===== src/rtl/m_load_unit.sv =====
// m_load_unit: single-outstanding load unit between the pipeline and a
// word-wide bus. Classifies alignment when a load is accepted, issues one or
// two word reads, extracts and extends the addressed byte/half/word, and
// reports done with optional address-error or timeout flags.
//
// Optional feature macro: LOAD_UNALIGNED_EN
//   undefined : misaligned lw/lh/lhu completes at once with excAdEL=1
//   defined   : misaligned loads are serviced (one or two bus beats)
//
// Handshake: busReq/busAddr are held steady from entry to a REQ state until
// the cycle in which busAck is sampled high; busRdata is taken in that same
// cycle. busAck is ignored while busReq is low.
module m_load_unit #(
  parameter int unsigned MAX_WAIT = 255
) (
  input  logic        clk,
  input  logic        reset,
  input  logic        req,
  input  logic [31:0] addr,
  input  logic [2:0]  loadOp,
  input  logic        flush,
  output logic        busReq,
  output logic [31:0] busAddr,
  input  logic [31:0] busRdata,
  input  logic        busAck,
  output logic [31:0] rdata,
  output logic        done,
  output logic        busy,
  output logic        excAdEL,
  output logic        timeout,
  output logic [1:0]  state_dbg
);

  typedef enum logic [1:0] {
    IDLE = 2'd0,
    REQ0 = 2'd1,
    REQ1 = 2'd2,
    DONE = 2'd3
  } state_t;

  state_t      state;
  state_t      state_nx;
  logic [15:0] wait_cnt;
  logic [1:0]  off_q;
  logic [2:0]  op_q;
  logic        two_beat_q;
  logic [31:0] word0_q;
  logic        exc_q;
  logic        to_q;

  logic        is_rsv;
  logic        is_word;
  logic        is_half;
  logic        acc_fault;
  logic        acc_two;
  logic        wait_last;
  logic        enter_done;
  logic [55:0] pair;
  logic [31:0] win;
  logic [31:0] ext;

  // Decode of the incoming request, used only while IDLE.
  assign is_rsv  = (loadOp > 3'd4);
  assign is_word = (loadOp == 3'b000);
  assign is_half = (loadOp == 3'b001) || (loadOp == 3'b011);

`ifdef LOAD_UNALIGNED_EN
  // Every access is serviced; a word straddling two words or a half at
  // offset 3 needs a second beat at the following word.
  assign acc_fault = 1'b0;
  assign acc_two   = (is_word && (addr[1:0] != 2'b00)) ||
                     (is_half && (addr[1:0] == 2'b11));
`else
  // Misaligned word/half is an address error; no bus traffic.
  assign acc_fault = (is_word && (addr[1:0] != 2'b00)) || (is_half && addr[0]);
  assign acc_two   = 1'b0;
`endif

  assign wait_last  = (wait_cnt == 16'(MAX_WAIT - 1));
  assign enter_done = (state_nx == DONE) && (state != DONE);

  // Next-state logic; flush wins over everything except reset.
  always_comb begin
    state_nx = state;
    case (state)
      IDLE: if (req) state_nx = (is_rsv || acc_fault) ? DONE : REQ0;
      REQ0: begin
        if (busAck)         state_nx = two_beat_q ? REQ1 : DONE;
        else if (wait_last) state_nx = DONE;
      end
      REQ1: if (busAck || wait_last) state_nx = DONE;
      DONE: state_nx = IDLE;
      default: state_nx = IDLE;
    endcase
    if (flush) state_nx = IDLE;
  end

  // Byte window selection over {second word, first word}, then extension.
  always_comb begin
    pair = two_beat_q ? {busRdata[23:0], word0_q} : {24'b0, busRdata};
    case (off_q)
      2'd0:    win = pair[31:0];
      2'd1:    win = pair[39:8];
      2'd2:    win = pair[47:16];
      default: win = pair[55:24];
    endcase
    case (op_q)
      3'b000:  ext = win;
      3'b001:  ext = {{16{win[15]}}, win[15:0]};
      3'b010:  ext = {{24{win[7]}}, win[7:0]};
      3'b011:  ext = {16'b0, win[15:0]};
      3'b100:  ext = {24'b0, win[7:0]};
      default: ext = 32'b0;
    endcase
  end

  // State, request context, bus address and result registers.
  always_ff @(posedge clk) begin
    if (reset) begin
      state      <= IDLE;
      wait_cnt   <= 16'd0;
      off_q      <= 2'd0;
      op_q       <= 3'd0;
      two_beat_q <= 1'b0;
      word0_q    <= 32'b0;
      busAddr    <= 32'b0;
      rdata      <= 32'b0;
      exc_q      <= 1'b0;
      to_q       <= 1'b0;
    end else begin
      state <= state_nx;

      if (state_nx != state)
        wait_cnt <= 16'd0;
      else if ((state == REQ0) || (state == REQ1))
        wait_cnt <= wait_cnt + 16'd1;
      else
        wait_cnt <= 16'd0;

      if ((state == IDLE) && req && !flush) begin
        off_q      <= addr[1:0];
        op_q       <= loadOp;
        two_beat_q <= acc_two;
        busAddr    <= {addr[31:2], 2'b00};
      end

      if ((state == REQ0) && busAck && two_beat_q && !flush) begin
        word0_q <= busRdata;
        busAddr <= busAddr + 32'd4;
      end

      if (enter_done)
        rdata <= ((state != IDLE) && busAck) ? ext : 32'b0;

      exc_q <= enter_done && (state == IDLE) && acc_fault;
      to_q  <= enter_done && (state != IDLE) && !busAck;
    end
  end

  assign busReq    = (state == REQ0) || (state == REQ1);
  assign busy      = (state != IDLE);
  assign done      = (state == DONE) && !flush;
  assign excAdEL   = exc_q;
  assign timeout   = to_q;
  assign state_dbg = state;

endmodule


===== config.mk =====
export PLATFORM = sky130hd
export DESIGN_NAME = m_load_unit
export DESIGN_NICKNAME = d
export VERILOG_FILES = /design/src/rtl/m_load_unit.sv
export SDC_FILE = /design/constraint.sdc
export NUM_CORES = 1
export LEC_CHECK = 0
export CAP_MARGIN = 20
export CORE_AREA = 2 2 83 124
export DETAILED_ROUTE_END_ITERATION = 8
export DIE_AREA = 0 0 85 126
export PLACE_DENSITY = 0.8
export SLEW_MARGIN = 20
export SYNTH_ARGS = -nofsm -noshare
export SYNTH_HDL_FRONTEND = slang
export SYNTH_SLANG_ARGS = --single-unit

===== constraint.sdc =====
create_clock -name clk -period 3.1 [get_ports clk]
set_input_delay 0.465 -clock clk [delete_from_list [all_inputs] [get_ports clk]]
set_output_delay 0.465 -clock clk [all_outputs]
set_load 0.02 [all_outputs]

==> results of run 1 <==
==> routing by layer <==
layer  GRT usage (%)  part of all wire, %  routed length (um)
met4            8.40                  2.3                 281
met1            25.4                   38                4670
met3            6.29                  7.7                 929
met5               0                    0                   0
met2            41.7                   52                6250
==> cell type report <==
type	count	area share, %
Inverter	7	0.424
Multi-Input combinational cell	387	40.5
Tap cell	115	2.32
Sequential cell	87	28.1
Clock buffer	9	3.64
Timing Repair Buffer	148	23.7
Clock inverter	7	1.27
==> cells by family (layout without fill, tap and decap cells) <==
group | count (synthesis) | count (layout)
fa+ha+maj | 6 | 6
simple gates | 218 | 218
mux | 59 | 59
xor+xnor | 14 | 14
compound gates | 88 | 88
other cells | 1 | 2
buf+inv | 43 | 171
flops | 87 | 87
==> critical path, stage by stage, from the launching register on <==
cell and delay [ns]:
dfxtp_1 0.48, inv_1 0.15, ha_1 0.42, nor2b_1 0.28
a2111oi_0 0.47, o21ai_1 0.25, nor2_4 0.19, buf_12 0.25
mux2i_1 0.23
==> state kept, by name (all words and copies together), names as in the netlist <==
| register | flops |
|---|---|
| rdata | 32 |
| busAddr | 30 |
| wait_cnt | 16 |
| op_q | 3 |
| off_q | 2 |
| state_dbg | 2 |
| excAdEL | 1 |
| timeout | 1 |
==> cell usage after synthesis, types with 2 or more instances <==
cell type  count  share of area, %
buf_6          2              0.51
o211ai_1       9               1.5
a2bb2oi_1      7               1.4
o21ai_0       25               2.8
mux4_2         2               1.0
dfxtp_1       87                39
xnor2_1        5              0.99
nor3_1        21               2.4
a21oi_1       36               4.1
nor2b_1        5              0.71
and3_1         2              0.28
ha_1           6               1.7
and2_1         8               1.1
buf_4          6               1.0
nand2_1      100               8.5
nor4_1         3              0.42
mux2_2         9               2.3
mux2i_1       47                11
nor4b_1        2              0.40
or3_1          2              0.28
nor2_2         2              0.28
o21a_1         2              0.34
xor2_1         9               1.8
inv_1          7              0.59
clkbuf_1      22               1.9
or2_2          2              0.28
buf_2          2              0.23
nand3_1        6              0.68
nor2_1        17               1.4
nor3b_1        2              0.34
buf_1          3              0.25
nand2b_1      35               4.9
==> worst max path at each step <==
stage,start,to,slack [ns],cells after the start
floorplan,state_dbg[0]$_SDFF_PP0_,rdata[0]$_SDFFE_PP0N_,0.64,9
global placement,loadOp[1],wait_cnt[4]$_SDFF_PP0_,0.43,6
detailed placement,loadOp[1],wait_cnt[6]$_SDFF_PP0_,0.35,6
CTS,state_dbg[1]$_SDFF_PP0_,rdata[19]$_SDFFE_PP0N_,0.37,8
global route,state_dbg[1]$_SDFF_PP0_,rdata[19]$_SDFFE_PP0N_,0.11,8
finish,state_dbg[0]$_SDFF_PP0_,rdata[19]$_SDFFE_PP0N_,0.29,8
==> power by group <==
part           switching, mW  internal (mW)  total (mW)
Combinational          0.275          0.265       0.541
Sequential            0.0309           1.15        1.18
Clock                  0.461          0.634        1.10
Total                  0.768           2.05        2.82
==> per-stage QoR <==
stage          hold WS, ns  setup slack (ns)  area (sq um)
6_report             0.454             0.290          6190
5_1_grt              0.484             0.110          6190
3_5_place_dp         0.449             0.347          5890
2_1_floorplan        0.467             0.636          4430
4_1_cts              0.458             0.374          6190
3_3_place_gp         0.442             0.430          5890
==> impl_results.html, run 1 <==
<table>
<tr><th>Metric</th><th>Value</th></tr>
<tr><th colspan="2">Synth</th></tr>
<tr><td>Share of synthesized area spent on multiplexers</td><td>14.2%</td></tr>
<tr><td>Number of enable flip-flop cells after synthesis</td><td>0</td></tr>
<tr><td>Sequential-to-total area share from yosys stat</td><td>39.3%</td></tr>
<tr><td>Synthesized-area fraction occupied by adder cells</td><td>1.69%</td></tr>
<tr><td>Parity-gate share of the synthesized area counting xor and xnor cells</td><td>2.77%</td></tr>
<tr><td>Synth Instances</td><td>516</td></tr>
<tr><td>Basic-gate share of the synthesized area counting and, or, nand and nor cells</td><td>24.7%</td></tr>
<tr><td>Combinational family with the most area after synthesis</td><td>simple AND/OR/NAND/NOR gates</td></tr>
<tr><td>Average cell area after synthesis</td><td>8.59 sq um</td></tr>
<tr><td>FF+latch count, synth</td><td>87</td></tr>
<tr><td>Fraction of the mapped netlist area in compound gates</td><td>12.7%</td></tr>
<tr><td>Number of different library cells in the post-synthesis netlist</td><td>55</td></tr>
<tr><td>Post-synthesis async set-or-reset flop share</td><td>0%</td></tr>
<tr><td>Post-Synthesis Cell Area</td><td>4430 sq um</td></tr>
<tr><td>Count of synthesis-stage warnings from yosys</td><td>0</td></tr>
<tr><td>Ys flop type</td><td>dfxtp_1</td></tr>
<tr><th colspan="2">Detailed routing</th></tr>
<tr><td>Remaining antenna violation count after routing</td><td>0</td></tr>
<tr><td>Total wire length</td><td>12.1 mm</td></tr>
<tr><td>Detailed-router iteration count before antenna repair</td><td>4</td></tr>
<tr><td>Vias</td><td>4072</td></tr>
<tr><td>Avg Vias per Cell</td><td>5.36</td></tr>
<tr><td>Post-detailed-route DRC marker count</td><td>0</td></tr>
<tr><td>Wirelength per Cell</td><td>16.0 um</td></tr>
<tr><td>Initial DRC Count</td><td>127</td></tr>
<tr><th colspan="2">Critical path</th></tr>
<tr><td>Endpoint of the most critical register-to-register path</td><td>rdata[19]$_SDFFE_PP0N_</td></tr>
<tr><td>Critical path startpoint category</td><td>register</td></tr>
<tr><td>Critical path endpoint category</td><td>register</td></tr>
<tr><td>Critical path type</td><td>reg -&gt; reg</td></tr>
<tr><td>Max FO, Critical Path</td><td>32</td></tr>
<tr><td>Source of the worst register-to-register timing path</td><td>state_dbg[0]$_SDFF_PP0_</td></tr>
<tr><td>Setup slack of the most critical reg-to-reg path</td><td>0.29 ns</td></tr>
<tr><td>Worst EP arrival</td><td>3.07 ns</td></tr>
<tr><td>Depth of the worst register-to-register path</td><td>8</td></tr>
<tr><td>Required arrival time at the worst endpoint</td><td>3.36 ns</td></tr>
<tr><th colspan="2">Floorplanning</th></tr>
<tr><td>DIE WIDTH</td><td>85 um</td></tr>
<tr><td>FP Rows</td><td>44</td></tr>
<tr><td>Effective utilization at floorplan</td><td>46.0%</td></tr>
<tr><td>Die span in y</td><td>126 um</td></tr>
<tr><td>Top Ports</td><td>143</td></tr>
<tr><td>Core footprint</td><td>9630 sq um</td></tr>
<tr><td>Die area</td><td>10700 sq um</td></tr>
<tr><th colspan="2">CTS</th></tr>
<tr><td>Clock Sinks</td><td>87</td></tr>
<tr><td>Later-pin clock latency in the skew report</td><td>0.34 ns</td></tr>
<tr><td>Clock slew at reported path FFs</td><td>0.06 ns</td></tr>
<tr><td>Number of buffers created by CTS</td><td>9</td></tr>
<tr><td>Buffers inserted by post-CTS timing repair</td><td>0</td></tr>
<tr><td>Post-CTS sizing</td><td>0</td></tr>
<tr><td>CTS hold repair buffers</td><td>0</td></tr>
<tr><td>Buffer depth of the longest clock path</td><td>2</td></tr>
<tr><td>Number of H-tree levels</td><td>3</td></tr>
<tr><td>Clock root buffer</td><td>clkbuf_16</td></tr>
<tr><td>Clock tree from TritonCTS</td><td>yes</td></tr>
<tr><th colspan="2">Finish</th></tr>
<tr><td>Count of antenna diodes in the layout</td><td>0</td></tr>
<tr><td>Commonest cells after routing, fill and taps aside</td><td>139 x clkdlybuf4s50_1, 100 x nand2_1, 87 x dfxtp_1</td></tr>
<tr><td>Filler cell count in the final layout</td><td>805</td></tr>
<tr><td>Net total in the final layout</td><td>718</td></tr>
<tr><td>Area used by sequential logic in the layout</td><td>1740 sq um</td></tr>
<tr><td>Most common library cell in the layout ignoring fill and taps</td><td>clkdlybuf4s50_1</td></tr>
<tr><td>Synth-to-Final Area Change</td><td>39.8%</td></tr>
<tr><td>Final core occ</td><td>64.3%</td></tr>
<tr><td>Ratio of cells with drive above 1 in the final layout</td><td>7.91%</td></tr>
<tr><td>Area of the multi-input gates</td><td>2510 sq um</td></tr>
<tr><td>Non-filler instance count after layout</td><td>760</td></tr>
<tr><th colspan="2">GRT</th></tr>
<tr><td>Largest net degree at the start of global routing</td><td>40</td></tr>
<tr><td>Antenna violations before repair</td><td>0</td></tr>
<tr><td>Global-route wire length before repair</td><td>20.1 mm</td></tr>
<tr><td>Number of global-route vias before repair</td><td>4195</td></tr>
<tr><td>Total overflow reported by the global router</td><td>0</td></tr>
<tr><td>Global-route total usage across every layer</td><td>23.1%</td></tr>
<tr><th colspan="2">Place</th></tr>
<tr><td>Total half-perimeter wirelength after legalization and detailed placement</td><td>8.94 mm</td></tr>
<tr><td>Placed Cells incl. Taps</td><td>744</td></tr>
<tr><td>IO buf count</td><td>140</td></tr>
<tr><td>GP Congestion</td><td>0.871</td></tr>
<tr><th colspan="2">Worst hold path</th></tr>
<tr><td>Hold Path Cell Cnt</td><td>2</td></tr>
<tr><td>Path class of the lowest-slack min-delay path</td><td>reg -&gt; reg</td></tr>
<tr><td>Worst Hold Launch</td><td>busAddr[10]$_SDFFE_PP0P_</td></tr>
<tr><td>Worst Hold End</td><td>busAddr[10]$_SDFFE_PP0P_</td></tr>
<tr><th colspan="2">STA</th></tr>
<tr><td>Shortest clock period the worst path allows after layout</td><td>2.81 ns</td></tr>
<tr><td>Summed negative setup slack over all endpoints</td><td>0 ns</td></tr>
<tr><td>Worst-margin pin slew</td><td>1.00 ns</td></tr>
<tr><td>Fin crit share</td><td>90.7%</td></tr>
<tr><td>Unrepaired setup endpoints after global routing</td><td>no</td></tr>
<tr><td>Clock Skews</td><td>0.0102 ns</td></tr>
<tr><td>Hold Vio Cnt, Final</td><td>0</td></tr>
<tr><td>Count of final max-slew check failures</td><td>0</td></tr>
<tr><td>Worst slew slack as a fraction of its limit</td><td>32.9%</td></tr>
<tr><td>Final setup violation count</td><td>0</td></tr>
<tr><td>Peak Freq</td><td>356 MHz</td></tr>
<tr><th colspan="2">Power</th></tr>
<tr><td>PnR Total Power</td><td>2.82 mW</td></tr>
<tr><td>Worst IR drop on VDD</td><td>0.000480 V</td></tr>
<tr><td>Leakage power</td><td>2.12 nW</td></tr>
<tr><td>Areal power density over the cells</td><td>455 nW/um^2</td></tr>
<tr><th colspan="2">Outcome</th></tr>
<tr><td>Status</td><td>finished clean</td></tr>
<tr><th colspan="2">Job</th></tr>
<tr><td>Number of max-capacitance violations reported</td><td>0</td></tr>
</table>
Power figures use the tool's default switching activity.
==> run 2, diff against run 1 <==
--- a/config.mk
+++ b/config.mk
@@ -9,7 +9,9 @@
 export CORE_AREA = 2 2 83 124
 export DETAILED_ROUTE_END_ITERATION = 8
 export DIE_AREA = 0 0 85 126
+export GPL_TIMING_DRIVEN = 0
 export PLACE_DENSITY = 0.8
+export RECOVER_POWER = 25
 export SLEW_MARGIN = 20
 export SYNTH_ARGS = -nofsm -noshare
 export SYNTH_HDL_FRONTEND = slang
==> run 2 against run 1 <==
Die area did not move. Utilization rose by 0.97 points. Combinational power rose by 2%. Global-route usage barely moved. Cell area rose by 1.5%. Sequential share of layout area fell by 0.42 points. Non-clock buffer count rose by 26. Power rose by 2.4%. Routed wire length rose by 2.1%. Hold slack got worse by 0.0023 ns. Sequential power barely moved. Clock skew fell by 0.0041 ns.
==> impl_results.html, run 2 (synthesis results as in run 1) <==
<table>
<tr><th>Metric</th><th>Value</th></tr>
<tr><th colspan="2">Outcome</th></tr>
<tr><td>Status</td><td>finished clean</td></tr>
<tr><th colspan="2">Finish</th></tr>
<tr><td>Area of the multi-input gates</td><td>2500 sq um (-0.50%)</td></tr>
<tr><td>Most common library cell in the layout ignoring fill and taps</td><td>nand2_1</td></tr>
<tr><td>Top flop regs</td><td>rdata x32, busAddr x30, wait_cnt x16</td></tr>
<tr><td>Commonest cells after routing, fill and taps aside</td><td>100 x nand2_1, 99 x clkdlybuf4s50_1, 87 x dfxtp_1</td></tr>
<tr><td>Total non-filler cell area in the finished layout</td><td>6290 sq um (+1.5%)</td></tr>
<tr><td>Non-filler instance count after layout</td><td>785 (+3.3%)</td></tr>
<tr><td>Net total in the final layout</td><td>744 (+3.6%)</td></tr>
<tr><td>Count of antenna diodes in the layout</td><td>0 (unchanged)</td></tr>
<tr><td>Area used by sequential logic in the layout</td><td>1740 sq um (unchanged)</td></tr>
<tr><td>Final core occ</td><td>65.3% (+0.97 points)</td></tr>
<tr><td>Max reg flops</td><td>32 (unchanged)</td></tr>
<tr><td>Ratio of cells with drive above 1 in the final layout</td><td>7.46% (-0.44 points)</td></tr>
<tr><td>Synth-to-Final Area Change</td><td>41.9%</td></tr>
<tr><td>Filler cell count in the final layout</td><td>811 (+0.75%)</td></tr>
<tr><td>Biggest register</td><td>rdata</td></tr>
<tr><th colspan="2">STA</th></tr>
<tr><td>Worst slew slack as a fraction of its limit</td><td>32.0% (-0.89 points)</td></tr>
<tr><td>Final setup violation count</td><td>0 (unchanged)</td></tr>
<tr><td>Worst-margin pin slew</td><td>1.01 ns (+0.00104 ns)</td></tr>
<tr><td>Clock Skews</td><td>0.00605 ns (-0.00415 ns)</td></tr>
<tr><td>Worst hold slack</td><td>0.451 ns (-0.00226 ns)</td></tr>
<tr><td>Shortest clock period the worst path allows after layout</td><td>2.88 ns (+0.0656 ns)</td></tr>
<tr><td>Count of final max-slew check failures</td><td>0 (unchanged)</td></tr>
<tr><td>Summed negative setup slack over all endpoints</td><td>0 ns (unchanged)</td></tr>
<tr><td>Hold Vio Cnt, Final</td><td>0 (unchanged)</td></tr>
<tr><td>Worst Slack Setup Final</td><td>0.224 ns (-0.0656 ns)</td></tr>
<tr><td>Peak Freq</td><td>348 MHz (-2.3%)</td></tr>
<tr><td>Fin crit share</td><td>92.8% (+2.1 points)</td></tr>
<tr><td>Unrepaired setup endpoints after global routing</td><td>no</td></tr>
<tr><th colspan="2">Detailed routing</th></tr>
<tr><td>Avg Vias per Cell</td><td>5.36 (about the same)</td></tr>
<tr><td>Post-detailed-route DRC marker count</td><td>0 (unchanged)</td></tr>
<tr><td>Vias</td><td>4206 (+3.3%)</td></tr>
<tr><td>Initial DRC Count</td><td>156 (+23%)</td></tr>
<tr><td>Total wire length</td><td>12.4 mm (+2.1%)</td></tr>
<tr><td>Wirelength per Cell</td><td>15.8 um (-1.2%)</td></tr>
<tr><td>Detailed-router iteration count before antenna repair</td><td>4 (unchanged)</td></tr>
<tr><td>Remaining antenna violation count after routing</td><td>0 (unchanged)</td></tr>
<tr><th colspan="2">Floorplanning</th></tr>
<tr><td>Top Ports</td><td>143 (unchanged)</td></tr>
<tr><td>Die area</td><td>10700 sq um (unchanged)</td></tr>
<tr><td>FP Rows</td><td>44 (unchanged)</td></tr>
<tr><td>Core footprint</td><td>9630 sq um (unchanged)</td></tr>
<tr><td>Die span in y</td><td>126 um (unchanged)</td></tr>
<tr><td>DIE WIDTH</td><td>85 um (unchanged)</td></tr>
<tr><td>Effective utilization at floorplan</td><td>46.0% (unchanged)</td></tr>
<tr><th colspan="2">Place</th></tr>
<tr><td>Cell area after placement</td><td>5960 sq um (+1.2%)</td></tr>
<tr><td>Total half-perimeter wirelength after legalization and detailed placement</td><td>9.56 mm (+6.9%)</td></tr>
<tr><td>IO buf count</td><td>138 (-1.4%)</td></tr>
<tr><td>Placed Cells incl. Taps</td><td>770 (+3.5%)</td></tr>
<tr><td>Minimum setup slack after placement</td><td>0.221 ns (-0.126 ns)</td></tr>
<tr><td>GP Congestion</td><td>0.930 (+6.8%)</td></tr>
<tr><th colspan="2">Power</th></tr>
<tr><td>Areal power density over the cells</td><td>459 nW/um^2 (+0.92%)</td></tr>
<tr><td>Leakage power</td><td>2.28 nW (+7.4%)</td></tr>
<tr><td>PnR Total Power</td><td>2.89 mW (+2.4%)</td></tr>
<tr><td>Worst IR drop on VDD</td><td>0.000358 V (-25%)</td></tr>
<tr><th colspan="2">Critical path</th></tr>
<tr><td>Endpoint of the most critical register-to-register path</td><td>rdata[6]$_SDFFE_PP0N_</td></tr>
<tr><td>Setup slack of the most critical reg-to-reg path</td><td>0.22 ns (-0.07 ns)</td></tr>
<tr><td>Critical path startpoint category</td><td>register</td></tr>
<tr><td>Max FO, Critical Path</td><td>10 (-69%)</td></tr>
<tr><td>Depth of the worst register-to-register path</td><td>7 (-1)</td></tr>
<tr><td>CP endpoint</td><td>rdata[6]$_SDFFE_PP0N_</td></tr>
<tr><td>Critical path endpoint category</td><td>register</td></tr>
<tr><td>Worst EP arrival</td><td>3.15 ns (+0.08 ns)</td></tr>
<tr><td>Required arrival time at the worst endpoint</td><td>3.37 ns (about the same)</td></tr>
<tr><td>Source of the worst register-to-register timing path</td><td>state_dbg[1]$_SDFF_PP0_</td></tr>
<tr><td>Startpoint of the worst setup timing path</td><td>state_dbg[1]$_SDFF_PP0_</td></tr>
<tr><td>Critical path type</td><td>reg -&gt; reg</td></tr>
<tr><th colspan="2">GRT</th></tr>
<tr><td>Antenna violations before repair</td><td>0 (unchanged)</td></tr>
<tr><td>Global-route wire length before repair</td><td>20.0 mm (-0.31%)</td></tr>
<tr><td>Total overflow reported by the global router</td><td>0 (unchanged)</td></tr>
<tr><td>Global-route total usage across every layer</td><td>23.0% (-0.037 points)</td></tr>
<tr><td>Largest net degree at the start of global routing</td><td>15 (-63%)</td></tr>
<tr><td>Number of global-route vias before repair</td><td>4217 (+0.52%)</td></tr>
<tr><th colspan="2">CTS</th></tr>
<tr><td>CTS hold repair buffers</td><td>0 (unchanged)</td></tr>
<tr><td>Clock slew at reported path FFs</td><td>0.06 ns (about the same)</td></tr>
<tr><td>Buffer depth of the longest clock path</td><td>2 (unchanged)</td></tr>
<tr><td>Clock tree from TritonCTS</td><td>yes</td></tr>
<tr><td>Later-pin clock latency in the skew report</td><td>0.34 ns (about the same)</td></tr>
<tr><td>Clock Sinks</td><td>87 (unchanged)</td></tr>
<tr><td>Clock root buffer</td><td>clkbuf_16</td></tr>
<tr><td>Number of H-tree levels</td><td>3 (unchanged)</td></tr>
<tr><td>Number of buffers created by CTS</td><td>9 (unchanged)</td></tr>
<tr><th colspan="2">Job</th></tr>
<tr><td>Number of max-capacitance violations reported</td><td>0 (unchanged)</td></tr>
<tr><th colspan="2">Worst hold path</th></tr>
<tr><td>Path class of the lowest-slack min-delay path</td><td>reg -&gt; reg</td></tr>
</table>
[run 2: layer usage]
metal | up-vias | track usage, % | wire, um
met4 | 0 | 10.4 | 461
met3 | 26 | 6.88 | 911
met5 | - | 0 | 0
met2 | 164 | 41.2 | 6220
li1 | 2073 | - | -
met1 | 1943 | 24.5 | 4790
[run 2: layout make-up]
type                    instances  area share, %
inverters                       7          0.418
plain buffers                  36           2.81
well taps                     115           2.29
repair buffers                138           22.0
multi-input cells             387           39.7
clock buffers                  10           3.80
flip-flops and latches         87           27.7
clock inverters                 5           1.31
[run 2: worst max-delay path: stages (launching register included)]
cell and delay (ns):
dfxtp_1 0.51, inv_1 0.17, ha_1 0.28, buf_4 0.20, nor4bb_1 0.86, clkbuf_1 0.45
o211ai_1 0.19, mux2i_1 0.15
[run 2: power breakdown]
| part | switching, mW | total [mW] | internal (mW) |
|---|---|---|---|
| clock network | 0.438 | 1.16 | 0.723 |
| registers | 0.0238 | 1.18 | 1.15 |
| logic | 0.286 | 0.551 | 0.265 |
[run 2: repair_timing]
action,4_1_cts,5_1_grt
setup buffers,0,0
gates resized for setup,0,1
setup endpoints to repair,0,27
[run 2: how the worst min path moves through the flow]
stage                                         from                        to  slack, ns  cells past startpoint
after global routing      busAddr[20]$_SDFFE_PP0P_  busAddr[20]$_SDFFE_PP0P_       0.47                      2
after floorplan               op_q[2]$_SDFFE_PP0P_      op_q[2]$_SDFFE_PP0P_       0.47                      2
after CTS                  busAddr[4]$_SDFFE_PP0P_   busAddr[4]$_SDFFE_PP0P_       0.45                      2
after detailed placement   busAddr[4]$_SDFFE_PP0P_   busAddr[4]$_SDFFE_PP0P_       0.45                      2
final                      busAddr[4]$_SDFFE_PP0P_   busAddr[4]$_SDFFE_PP0P_       0.45                      2
after global placement    busAddr[26]$_SDFFE_PP0P_  busAddr[26]$_SDFFE_PP0P_       0.44                      2
==> run 3, diff against run 2 <==
==> constraint.sdc (replaced) <==
create_clock -name clk -period 3.3 [get_ports clk]
set_input_delay 0.495 -clock clk [delete_from_list [all_inputs] [get_ports clk]]
set_output_delay 0.495 -clock clk [all_outputs]
set_load 0.02 [all_outputs]
==> run 3 against run 2 <==
Global-route usage is the same. Critical path type unchanged. Final cell count unchanged. Fmax decreased by 0.43%. Sequential power decreased by 7%. Power is 6.1% lower. Combinational power fell by 6.0%. Critical path depth unchanged. Via count about the same. Hold slack about the same.
==> impl_results.html, run 3 (synthesis results as in run 1) <==
<table>
<tr><th>Metric</th><th>Value</th></tr>
<tr><th colspan="2">CTS</th></tr>
<tr><td>Clock slew at reported path FFs</td><td>0.06 ns (about the same)</td></tr>
<tr><td>Number of H-tree levels</td><td>3 (unchanged)</td></tr>
<tr><td>Number of buffers created by CTS</td><td>9 (unchanged)</td></tr>
<tr><td>Later-pin clock latency in the skew report</td><td>0.34 ns (about the same)</td></tr>
<tr><td>CTS hold repair buffers</td><td>0 (unchanged)</td></tr>
<tr><td>Clock Sinks</td><td>87 (unchanged)</td></tr>
<tr><td>Buffers inserted by post-CTS timing repair</td><td>0 (unchanged)</td></tr>
<tr><td>Buffer depth of the longest clock path</td><td>2 (unchanged)</td></tr>
<tr><td>Clock root buffer</td><td>clkbuf_16</td></tr>
<tr><td>Clock tree from TritonCTS</td><td>yes</td></tr>
<tr><td>Post-CTS sizing</td><td>0 (unchanged)</td></tr>
<tr><th colspan="2">STA</th></tr>
<tr><td>Peak Freq</td><td>346 MHz (-0.43%)</td></tr>
<tr><td>Count of final max-slew check failures</td><td>0 (unchanged)</td></tr>
<tr><td>Fin crit share</td><td>87.5% (-5.2 points)</td></tr>
<tr><td>Final setup violation count</td><td>0 (unchanged)</td></tr>
<tr><td>Clock Skews</td><td>0.00572 ns (-0.000327 ns)</td></tr>
<tr><td>Summed negative setup slack over all endpoints</td><td>0 ns (unchanged)</td></tr>
<tr><td>Worst-margin pin slew</td><td>1.03 ns (+0.0255 ns)</td></tr>
<tr><td>Hold Vio Cnt, Final</td><td>0 (unchanged)</td></tr>
<tr><td>Worst slew slack as a fraction of its limit</td><td>30.3% (-1.7 points)</td></tr>
<tr><td>Shortest clock period the worst path allows after layout</td><td>2.89 ns (+0.0124 ns)</td></tr>
<tr><td>Unrepaired setup endpoints after global routing</td><td>no</td></tr>
<tr><th colspan="2">Floorplanning</th></tr>
<tr><td>DIE WIDTH</td><td>85 um (unchanged)</td></tr>
<tr><td>Die span in y</td><td>126 um (unchanged)</td></tr>
<tr><td>FP Rows</td><td>44 (unchanged)</td></tr>
<tr><td>Die area</td><td>10700 sq um (unchanged)</td></tr>
<tr><td>Top Ports</td><td>143 (unchanged)</td></tr>
<tr><td>Effective utilization at floorplan</td><td>46.0% (unchanged)</td></tr>
<tr><td>Core footprint</td><td>9630 sq um (unchanged)</td></tr>
<tr><th colspan="2">Job</th></tr>
<tr><td>Number of max-capacitance violations reported</td><td>0 (unchanged)</td></tr>
<tr><th colspan="2">Power</th></tr>
<tr><td>Sequential Power Share</td><td>40.7% (about the same)</td></tr>
<tr><td>Leakage power</td><td>2.28 nW (about the same)</td></tr>
<tr><td>Portion of total power attributed to the clock network</td><td>40.2% (about the same)</td></tr>
<tr><td>Net Switching</td><td>0.703 mW (-6.0%)</td></tr>
<tr><td>Worst IR drop on VDD</td><td>0.000337 V (-6.0%)</td></tr>
<tr><td>Cell-internal power</td><td>2.01 mW (-6.1%)</td></tr>
<tr><td>Areal power density over the cells</td><td>431 nW/um^2 (-6.0%)</td></tr>
<tr><td>Fraction of power spent switching nets</td><td>25.9% (about the same)</td></tr>
<tr><td>Combinational fraction of design power</td><td>19.1% (about the same)</td></tr>
<tr><th colspan="2">GRT</th></tr>
<tr><td>Global-route total usage across every layer</td><td>23.0% (unchanged)</td></tr>
<tr><td>Total overflow reported by the global router</td><td>0 (unchanged)</td></tr>
<tr><td>Antenna violations before repair</td><td>0 (unchanged)</td></tr>
<tr><td>Number of global-route vias before repair</td><td>4217 (unchanged)</td></tr>
<tr><td>Largest net degree at the start of global routing</td><td>15 (unchanged)</td></tr>
<tr><td>Global-route wire length before repair</td><td>20.0 mm (unchanged)</td></tr>
<tr><th colspan="2">Place</th></tr>
<tr><td>IO buf count</td><td>138 (unchanged)</td></tr>
<tr><td>Placed Cells incl. Taps</td><td>770 (unchanged)</td></tr>
<tr><td>Total half-perimeter wirelength after legalization and detailed placement</td><td>9.56 mm (unchanged)</td></tr>
<tr><td>Cell area after placement</td><td>5960 sq um (unchanged)</td></tr>
<tr><td>GP Congestion</td><td>0.930 (unchanged)</td></tr>
<tr><th colspan="2">Detailed routing</th></tr>
<tr><td>Avg Vias per Cell</td><td>5.36 (about the same)</td></tr>
<tr><td>Post-detailed-route DRC marker count</td><td>0 (unchanged)</td></tr>
<tr><td>Vias</td><td>4205 (-0.024%)</td></tr>
<tr><td>Wirelength per Cell</td><td>15.8 um (+0.26%)</td></tr>
<tr><td>Total wire length</td><td>12.4 mm (+0.26%)</td></tr>
<tr><td>Detailed-router iteration count before antenna repair</td><td>4 (unchanged)</td></tr>
<tr><td>Initial DRC Count</td><td>188 (+21%)</td></tr>
<tr><td>Remaining antenna violation count after routing</td><td>0 (unchanged)</td></tr>
<tr><th colspan="2">Finish</th></tr>
<tr><td>Top flop regs</td><td>rdata x32, busAddr x30, wait_cnt x16</td></tr>
<tr><td>Total non-filler cell area in the finished layout</td><td>6290 sq um (about the same)</td></tr>
<tr><td>Commonest cells after routing, fill and taps aside</td><td>100 x nand2_1, 99 x clkdlybuf4s50_1, 87 x dfxtp_1</td></tr>
<tr><td>Most common library cell in the layout ignoring fill and taps</td><td>nand2_1</td></tr>
<tr><td>Max reg flops</td><td>32 (unchanged)</td></tr>
<tr><td>Synth-to-Final Area Change</td><td>41.9% (about the same)</td></tr>
<tr><td>Net total in the final layout</td><td>744 (unchanged)</td></tr>
<tr><td>Ratio of cells with drive above 1 in the final layout</td><td>7.46% (unchanged)</td></tr>
<tr><td>Count of antenna diodes in the layout</td><td>0 (unchanged)</td></tr>
<tr><td>Non-filler instance count after layout</td><td>785 (unchanged)</td></tr>
<tr><td>Biggest register</td><td>rdata</td></tr>
<tr><th colspan="2">Critical path</th></tr>
<tr><td>Critical path type</td><td>reg -&gt; reg</td></tr>
<tr><td>Critical path endpoint category</td><td>register</td></tr>
<tr><td>Critical path's slowest cell</td><td>nor4bb_1</td></tr>
<tr><td>Worst EP arrival</td><td>3.16 ns (about the same)</td></tr>
<tr><td>Required arrival time at the worst endpoint</td><td>3.57 ns (+0.20 ns)</td></tr>
<tr><td>Cell-by-cell listing of the critical path</td><td>inv_1 -&gt; ha_1 -&gt; buf_4 -&gt; nor4bb_1 -&gt; clkbuf_1 -&gt; o211ai_1 -&gt; mux2i_1</td></tr>
<tr><td>Crit path largest cell delay</td><td>0.88 ns (+0.02 ns)</td></tr>
<tr><td>Max FO, Critical Path</td><td>10 (unchanged)</td></tr>
<tr><td>Critical path startpoint category</td><td>register</td></tr>
<tr><th colspan="2">Outcome</th></tr>
<tr><td>Status</td><td>finished clean</td></tr>
<tr><th colspan="2">Worst hold path</th></tr>
<tr><td>Path class of the lowest-slack min-delay path</td><td>reg -&gt; reg</td></tr>
</table>
-- run 3: cell types whose count changed in the layout (fill, tap and decap cells not counted) --
cell       previous run  this run
a2111oi_1             1         0
a2111oi_0             0         1
-- run 3: final cells by class --
type,instances,area [sq um]
clock buffers,10,239
well taps,115,144
multi-input cells,387,2500
flip-flops and latches,87,1740
inverters,7,26.3
repair buffers,138,1380
clock inverters,5,82.6
fillers,809,3350
plain buffers,36,176
-- run 3: routing by layer --
| layer | routed length, um | up-vias | share of wire [%] | global-route usage [%] |
|---|---|---|---|---|
| met5 | 0 | - | 0 | 0 |
| met4 | 444 | 0 | 3.6 | 10.4 |
| met3 | 905 | 24 | 7.3 | 6.88 |
| met2 | 6260 | 162 | 50 | 41.2 |
| met1 | 4800 | 1946 | 39 | 24.5 |
| li1 | - | 2073 | - | - |
-- run 3: stage by stage --
stage	hold slack [ns]	setup slack [ns]	total power [mW]	utilization [%]
6_report	0.451	0.412	2.71	65.3
4_1_cts	0.454	0.400	2.73	65.2
5_1_grt	0.467	0.135	2.81	65.3
2_1_floorplan	0.467	0.836	1.42	-
3_5_place_dp	0.446	0.421	1.65	61.9
3_3_place_gp	0.441	0.425	1.64	61.9
-- run 3: power by group through the flow --
stage | logic (mW) | clock network [mW] | registers [mW]
CTS | 0.521 | 1.11 | 1.11
global placement | 0.511 | 0 | 1.13
detailed placement | 0.518 | 0 | 1.13
finish | 0.518 | 1.09 | 1.10
floorplan | 0.263 | 0 | 1.16
global route | 0.556 | 1.15 | 1.11
-- run 3: path summary, 6_finish.rpt --
kind	cells after the start	from	to	slack, ns
min reg2reg	2	busAddr[4]$_SDFFE_PP0P_	busAddr[4]$_SDFFE_PP0P_	0.45
max	7	state_dbg[0]$_SDFF_PP0_	rdata[6]$_SDFFE_PP0N_	0.41
max reg2reg	7	state_dbg[0]$_SDFF_PP0_	rdata[6]$_SDFFE_PP0N_	0.41
min	2	busAddr[4]$_SDFFE_PP0P_	busAddr[4]$_SDFFE_PP0P_	0.45
-- run 3: worst max-delay path: cells and delay by family (launching register included) --
kind,cells,cell delay [ns]
buffers and inverters,3,0.81
and+or+nand+nor,1,0.88
DFF,1,0.51
AOI/OAI and AO/OA,1,0.19
adders and majority gates,1,0.29
muxes,1,0.15
